<file path="config.mk">
export PLATFORM = sky130hd
export DESIGN_NAME = secuenciador_motores
export DESIGN_NICKNAME = d
export VERILOG_FILES = /design/src/rtl/secuenciador_motores.sv
export SDC_FILE = /design/constraint.sdc
export NUM_CORES = 1
export LEC_CHECK = 0
export BUFFER_PORTS_ARGS = -buffer_cell sky130_fd_sc_hd__buf_4
export CORE_MARGIN = 2
export CORE_UTILIZATION = 55
export CTS_CLUSTER_DIAMETER = 200
export DETAILED_ROUTE_END_ITERATION = 12
export GPL_TIMING_DRIVEN = 0
export PLACE_DENSITY = 0.76
export SYNTH_ARGS = -nofsm -noshare
export SYNTH_HDL_FRONTEND = slang
export SYNTH_SLANG_ARGS = --single-unit
</file>
<file path="constraint.sdc">
create_clock -name clk -period 2.8 [get_ports clk]
set_clock_uncertainty 0.1 [all_clocks]
set_input_delay 0.7 -clock clk [delete_from_list [all_inputs] [get_ports clk]]
set_output_delay 0.7 -clock clk [all_outputs]
set_load 0.02 [all_outputs]
</file>
<file path="src/rtl/secuenciador_motores.sv">
// Three-colour dosing motor sequencer with a 4-deep order FIFO.
// Optional feature: define MOTOR_PAUSE_EN to add a pause input that freezes the running dose.
module secuenciador_motores #(
    parameter int TICK_DIV = 4
) (
    input  logic       clk,
    input  logic       rst_n,
    input  logic       req_valid,
    output logic       req_ready,
    input  logic [4:0] req_r,
    input  logic [4:0] req_g,
    input  logic [4:0] req_b,
    input  logic       abort,
`ifdef MOTOR_PAUSE_EN
    input  logic       pause,
`endif
    output logic       motor_r,
    output logic       motor_g,
    output logic       motor_b,
    output logic       busy,
    output logic       done,
    output logic       aborted,
    output logic [2:0] pending
);

    typedef enum logic [2:0] {IDLE, LOAD, RUN_R, RUN_G, RUN_B, DONE} state_t;

    state_t      state, nxt;
    logic [14:0] fifo_mem [4];
    logic [1:0]  wr_ptr, rd_ptr;
    logic [2:0]  count;
    logic        push, pop;
    logic [4:0]  head_r, head_g, head_b;
    logic [4:0]  dose_r, dose_g, dose_b, cur_dose, unit;
    logic [7:0]  presc;
    logic        in_run, motor_on, hold, last_tick;

    assign req_ready = (count != 3'd4);
    assign pending   = count;
    assign push      = req_valid && req_ready;
    assign pop       = (state == LOAD);
    assign {head_r, head_g, head_b} = fifo_mem[rd_ptr];

`ifdef MOTOR_PAUSE_EN
    assign hold = pause;
`else
    assign hold = 1'b0;
`endif

    always_ff @(posedge clk or negedge rst_n) begin
        if (!rst_n) begin
            wr_ptr <= '0;
            rd_ptr <= '0;
            count  <= '0;
            for (int i = 0; i < 4; i++) fifo_mem[i] <= '0;
        end else begin
            if (push) begin
                fifo_mem[wr_ptr] <= {req_r, req_g, req_b};
                wr_ptr <= wr_ptr + 2'd1;
            end
            if (pop) rd_ptr <= rd_ptr + 2'd1;
            case ({push, pop})
                2'b10:   count <= count + 3'd1;
                2'b01:   count <= count - 3'd1;
                default: count <= count;
            endcase
        end
    end

    // First colour with a non-zero dose; zero doses are skipped without a gap.
    function automatic state_t first_of(input logic [4:0] r, input logic [4:0] g, input logic [4:0] b);
        if (r != 5'd0)      return RUN_R;
        else if (g != 5'd0) return RUN_G;
        else if (b != 5'd0) return RUN_B;
        else                return DONE;
    endfunction

    always_comb begin
        in_run   = (state == RUN_R) || (state == RUN_G) || (state == RUN_B);
        motor_on = motor_r | motor_g | motor_b;
        case (state)
            RUN_R:   cur_dose = dose_r;
            RUN_G:   cur_dose = dose_g;
            RUN_B:   cur_dose = dose_b;
            default: cur_dose = 5'd0;
        endcase
        // Counters only advance on cycles the motor was actually on, so a pause costs no dose time.
        last_tick = motor_on && (presc == 8'(TICK_DIV - 1)) && (unit == cur_dose - 5'd1);
        nxt = state;
        case (state)
            IDLE:    if (count != 3'd0) nxt = LOAD;
            LOAD:    nxt = first_of(head_r, head_g, head_b);
            RUN_R:   if (abort) nxt = IDLE; else if (last_tick) nxt = first_of(5'd0, dose_g, dose_b);
            RUN_G:   if (abort) nxt = IDLE; else if (last_tick) nxt = first_of(5'd0, 5'd0, dose_b);
            RUN_B:   if (abort) nxt = IDLE; else if (last_tick) nxt = DONE;
            DONE:    nxt = (count != 3'd0) ? LOAD : IDLE;
            default: nxt = IDLE;
        endcase
    end

    always_ff @(posedge clk or negedge rst_n) begin
        if (!rst_n) begin
            state   <= IDLE;
            dose_r  <= '0;
            dose_g  <= '0;
            dose_b  <= '0;
            presc   <= '0;
            unit    <= '0;
            motor_r <= 1'b0;
            motor_g <= 1'b0;
            motor_b <= 1'b0;
            busy    <= 1'b0;
            done    <= 1'b0;
            aborted <= 1'b0;
        end else begin
            state   <= nxt;
            motor_r <= (nxt == RUN_R) && !hold;
            motor_g <= (nxt == RUN_G) && !hold;
            motor_b <= (nxt == RUN_B) && !hold;
            busy    <= (nxt != IDLE);
            done    <= (nxt == DONE);
            aborted <= in_run && abort;
            if (state == LOAD) begin
                dose_r <= head_r;
                dose_g <= head_g;
                dose_b <= head_b;
            end
            if (nxt != state) begin
                presc <= '0;
                unit  <= '0;
            end else if (in_run && motor_on) begin
                if (presc == 8'(TICK_DIV - 1)) begin
                    presc <= '0;
                    unit  <= unit + 5'd1;
                end else begin
                    presc <= presc + 8'd1;
                end
            end
        end
    end

endmodule

</file>
==> impl_metrics.ini <==
[clock_tree]
hold_buffers = 0
htree_levels = 3
clkTransAtPathRegs_ns = 0.10
cts_root_buffer = clkbuf_8
cts.path.max_buffers = 2
clock_latency_ns = 0.37
cts_tree = built
numCtsBuffers = 9
cts.sinks = 104

[setup_path]
start_kind = flip-flop
crit_type = reg2reg
crit_path_max_fanout = 10
ff2ff_setup_slack_ns = -0.02
cp.arrival_ns = 2.95
critPathSlowestCell = dfrtp_1
cp-end-kind = flip-flop
rr_worst_depth = 12
r2r_start = state[1]
slowest_delay_ns = 0.44
cp-endpoint = presc[0]
critPathRequiredTime_ns = 2.92
critPathLaunch = state[1]
path_cells = buf_6, buf_4, nand3b_1, a21oi_2, nor2_1, ha_4, xnor2_2, nor3_2, and4b_4, nand4_1, nand2_4, a2111oi_4
reg2reg_to = presc[0]

[sta]
hold_violations = 0
fmax_ghz = 0.354
tightestPinTransition_ns = 0.911
finalSetupViolations = 2
layout_min_cycle_time_ns = 2.82
drv_slew = 0
timing.final.ws_setup_ns = -0.0240
totalNegativeSetupSlack_ns = -0.0287
rsz0062_at_grt = yes
whs_ns = 0.330
finalCritPeriodShare_pct = 101
slew_headroom_pct = 39.3

[final_layout]
instances_no_fill = 538
drive_gt1_share_pct = 39.3
mostFrequentLayoutCells = dfrtp_1, mux2_2, buf_4, nor2_1, nand2_1
regArea_um2 = 2600
nets = 453
n_antenna_cell = 0
layout_commonest_cell = dfrtp_1
final_core_util_pct = 65.2
multi_input_area_um2 = 2380
num-fill-cells = 668
synthToLayoutAreaGrowth_pct = 14.2
design_area_um2 = 5720

[min_path]
hold_path.class = in2async

[synth]
synth_seq_area_share_pct = 52.0
ys_warn_count = 0
synth.avg_cell_area_um2 = 13.1
syn-num-nets = 409
synthCells = 381
synth_cell_type_count = 47
syn_area_um2 = 5010
ys_seq_elements = 104

[global_routing]
first_global_vias = 3181
gr-usage-met3_pct = 3.51
grtUsageTotal_pct = 20.6
gr-max-usage-layer = met2
grt_use_met1_pct = 27.7
overflow = 0
grt_pass1_wl_mm = 16.0
grt_util_met2_pct = 33.8
antenna_found_initial = 0
grt_max_degree = 105

[power]
finalPower_mw = 6.70
power.density_nw_per_um2 = 1170
leakage_nw = 2.45
vdd_drop_max_uv = 576

[placed_design]
gp_congestion = 0.866
placed_area_um2 = 5350
port_buffers = 28
place_inst = 517
place_ws_ns = -0.309
place_hpwl_mm = 6.49

[run_status]
violations = negative setup slack
status = finished with violations

[floorplan]
num_rows = 34
start_util_pct = 57.1
die_h_um = 99.4
core_um2 = 8760
die_w_um = 99.4
io_pins = 29
dieArea_um2 = 9880

[drt]
dr.pass1.iters = 4
wl_mm = 9.62
drc_errors = 0
wire_per_inst_um = 17.9
drt_iter0_drc = 143
via_per_inst = 5.91
via_count = 3178
antenna_left = 0

[job]
maxCapViolations = 0
==> worst max-delay path, delay by kind of cell (launching register included) <==
| kind | cells | cell delay [ns] |
|---|---|---|
| fa+ha+maj | 1 | 0.26 |
| simple gates | 6 | 1.14 |
| buf+inv | 2 | 0.31 |
| compound gates | 2 | 0.28 |
| flops | 1 | 0.44 |
| xor+xnor | 1 | 0.14 |
==> cell usage after synthesis (all sizes together) <==
| library cell | instances | share of area, % |
|---|---|---|
| dfrtp | 104 | 52 |
| mux2 | 75 | 17 |
| nor2 | 28 | 2.2 |
| nand2 | 18 | 1.3 |
| mux4 | 15 | 6.7 |
| xor2 | 13 | 2.3 |
| xnor2 | 11 | 2.1 |
| inv | 10 | 0.75 |
| clkbuf | 9 | 0.67 |
| ha | 8 | 2.0 |
| nor3 | 8 | 0.90 |
| a21oi | 7 | 0.70 |
| and2 | 7 | 0.87 |
| nand3 | 7 | 0.80 |
| nand4 | 7 | 0.87 |
| nor2b | 7 | 0.87 |
| buf | 6 | 0.82 |
| o21ai | 5 | 0.50 |
| a222oi | 4 | 0.80 |
| a31oi | 3 | 0.50 |
| and3 | 3 | 0.37 |
| mux2i | 3 | 0.60 |
| nor4 | 3 | 0.37 |
| or4 | 3 | 0.52 |
| nand3b | 2 | 0.30 |
| o211a | 2 | 0.40 |
| o211ai | 2 | 0.40 |
| a2111oi | 1 | 0.30 |
| a211oi | 1 | 0.15 |
| a21o | 1 | 0.15 |
| and2b | 1 | 0.15 |
| and3b | 1 | 0.17 |
| and4b | 1 | 0.27 |
| and4bb | 1 | 0.25 |
| fa | 1 | 0.40 |
| nand2b | 1 | 0.13 |
| nor3b | 1 | 0.15 |
| o2111ai | 1 | 0.30 |
==> sequential cells by signal, indices dropped and copies added (netlist names) <==
register / cells
aborted: 1
busy: 1
done: 1
dose_b: 5
dose_g: 5
dose_r: 5
fifo_mem: 60
motor_b: 1
motor_g: 1
motor_r: 1
pending: 3
presc: 8
rd_ptr: 2
state: 3
unit: 5
wr_ptr: 2
==> where the power goes <==
group	internal, mW	total (mW)	switching (mW)	leakage [nW]
sequential	2.17	2.54	0.368	1.27
clock	0.441	0.966	0.525	0.0989
combinational	1.69	3.20	1.52	1.08
==> metal layers <==
layer | vias to the layer above | routed length, µm
li1 | 1462 | -
met1 | 1632 | 4390
met2 | 69 | 4760
met3 | 15 | 292
met4 | 0 | 176
met5 | - | 0
==> how the worst min path moves through the flow <==
stage	cells past startpoint	end	startpoint	slack, ns
after CTS	1	fifo_mem[27]	fifo_mem[27]	0.41
final	1	fifo_mem[45]	rst_n	0.33
after detailed placement	1	fifo_mem[27]	fifo_mem[27]	0.39
after global placement	1	fifo_mem[29]	fifo_mem[29]	0.38
after floorplan	0	aborted	rst_n	0.30
after global routing	1	pending[1]	rst_n	0.41
==> cell type report <==
| cell class | count | area share (%) |
|---|---|---|
| Sequential cell | 104 | 45.5 |
| Multi-Input combinational cell | 252 | 41.7 |
| Timing Repair Buffer | 33 | 4.36 |
| Clock buffer | 10 | 2.41 |
| Tap cell | 108 | 2.36 |
| Buffer | 15 | 1.82 |
| Clock inverter | 6 | 1.18 |
| Inverter | 10 | 0.657 |
==> cells by family after synthesis <==
family                     count (synthesis)  share of synthesized area (%)
muxes                                     93                           24.2
adders and majority gates                  9                           2.40
buffers and inverters                     25                           2.25
DFF                                      104                           52.0
xor gates and xnor gates                  24                           4.35
AOI/OAI and AO/OA                         27                           4.20
and+or+nand+nor                           99                           10.6
==> timing repair <==
item,in CTS,in global routing
gates resized for setup,10,21
cloned,0,1
endpoints found under the setup margin,22,22
setup buffers,1,3
pin swaps,3,13
Note: power is estimated with default switching activity, not from simulation.
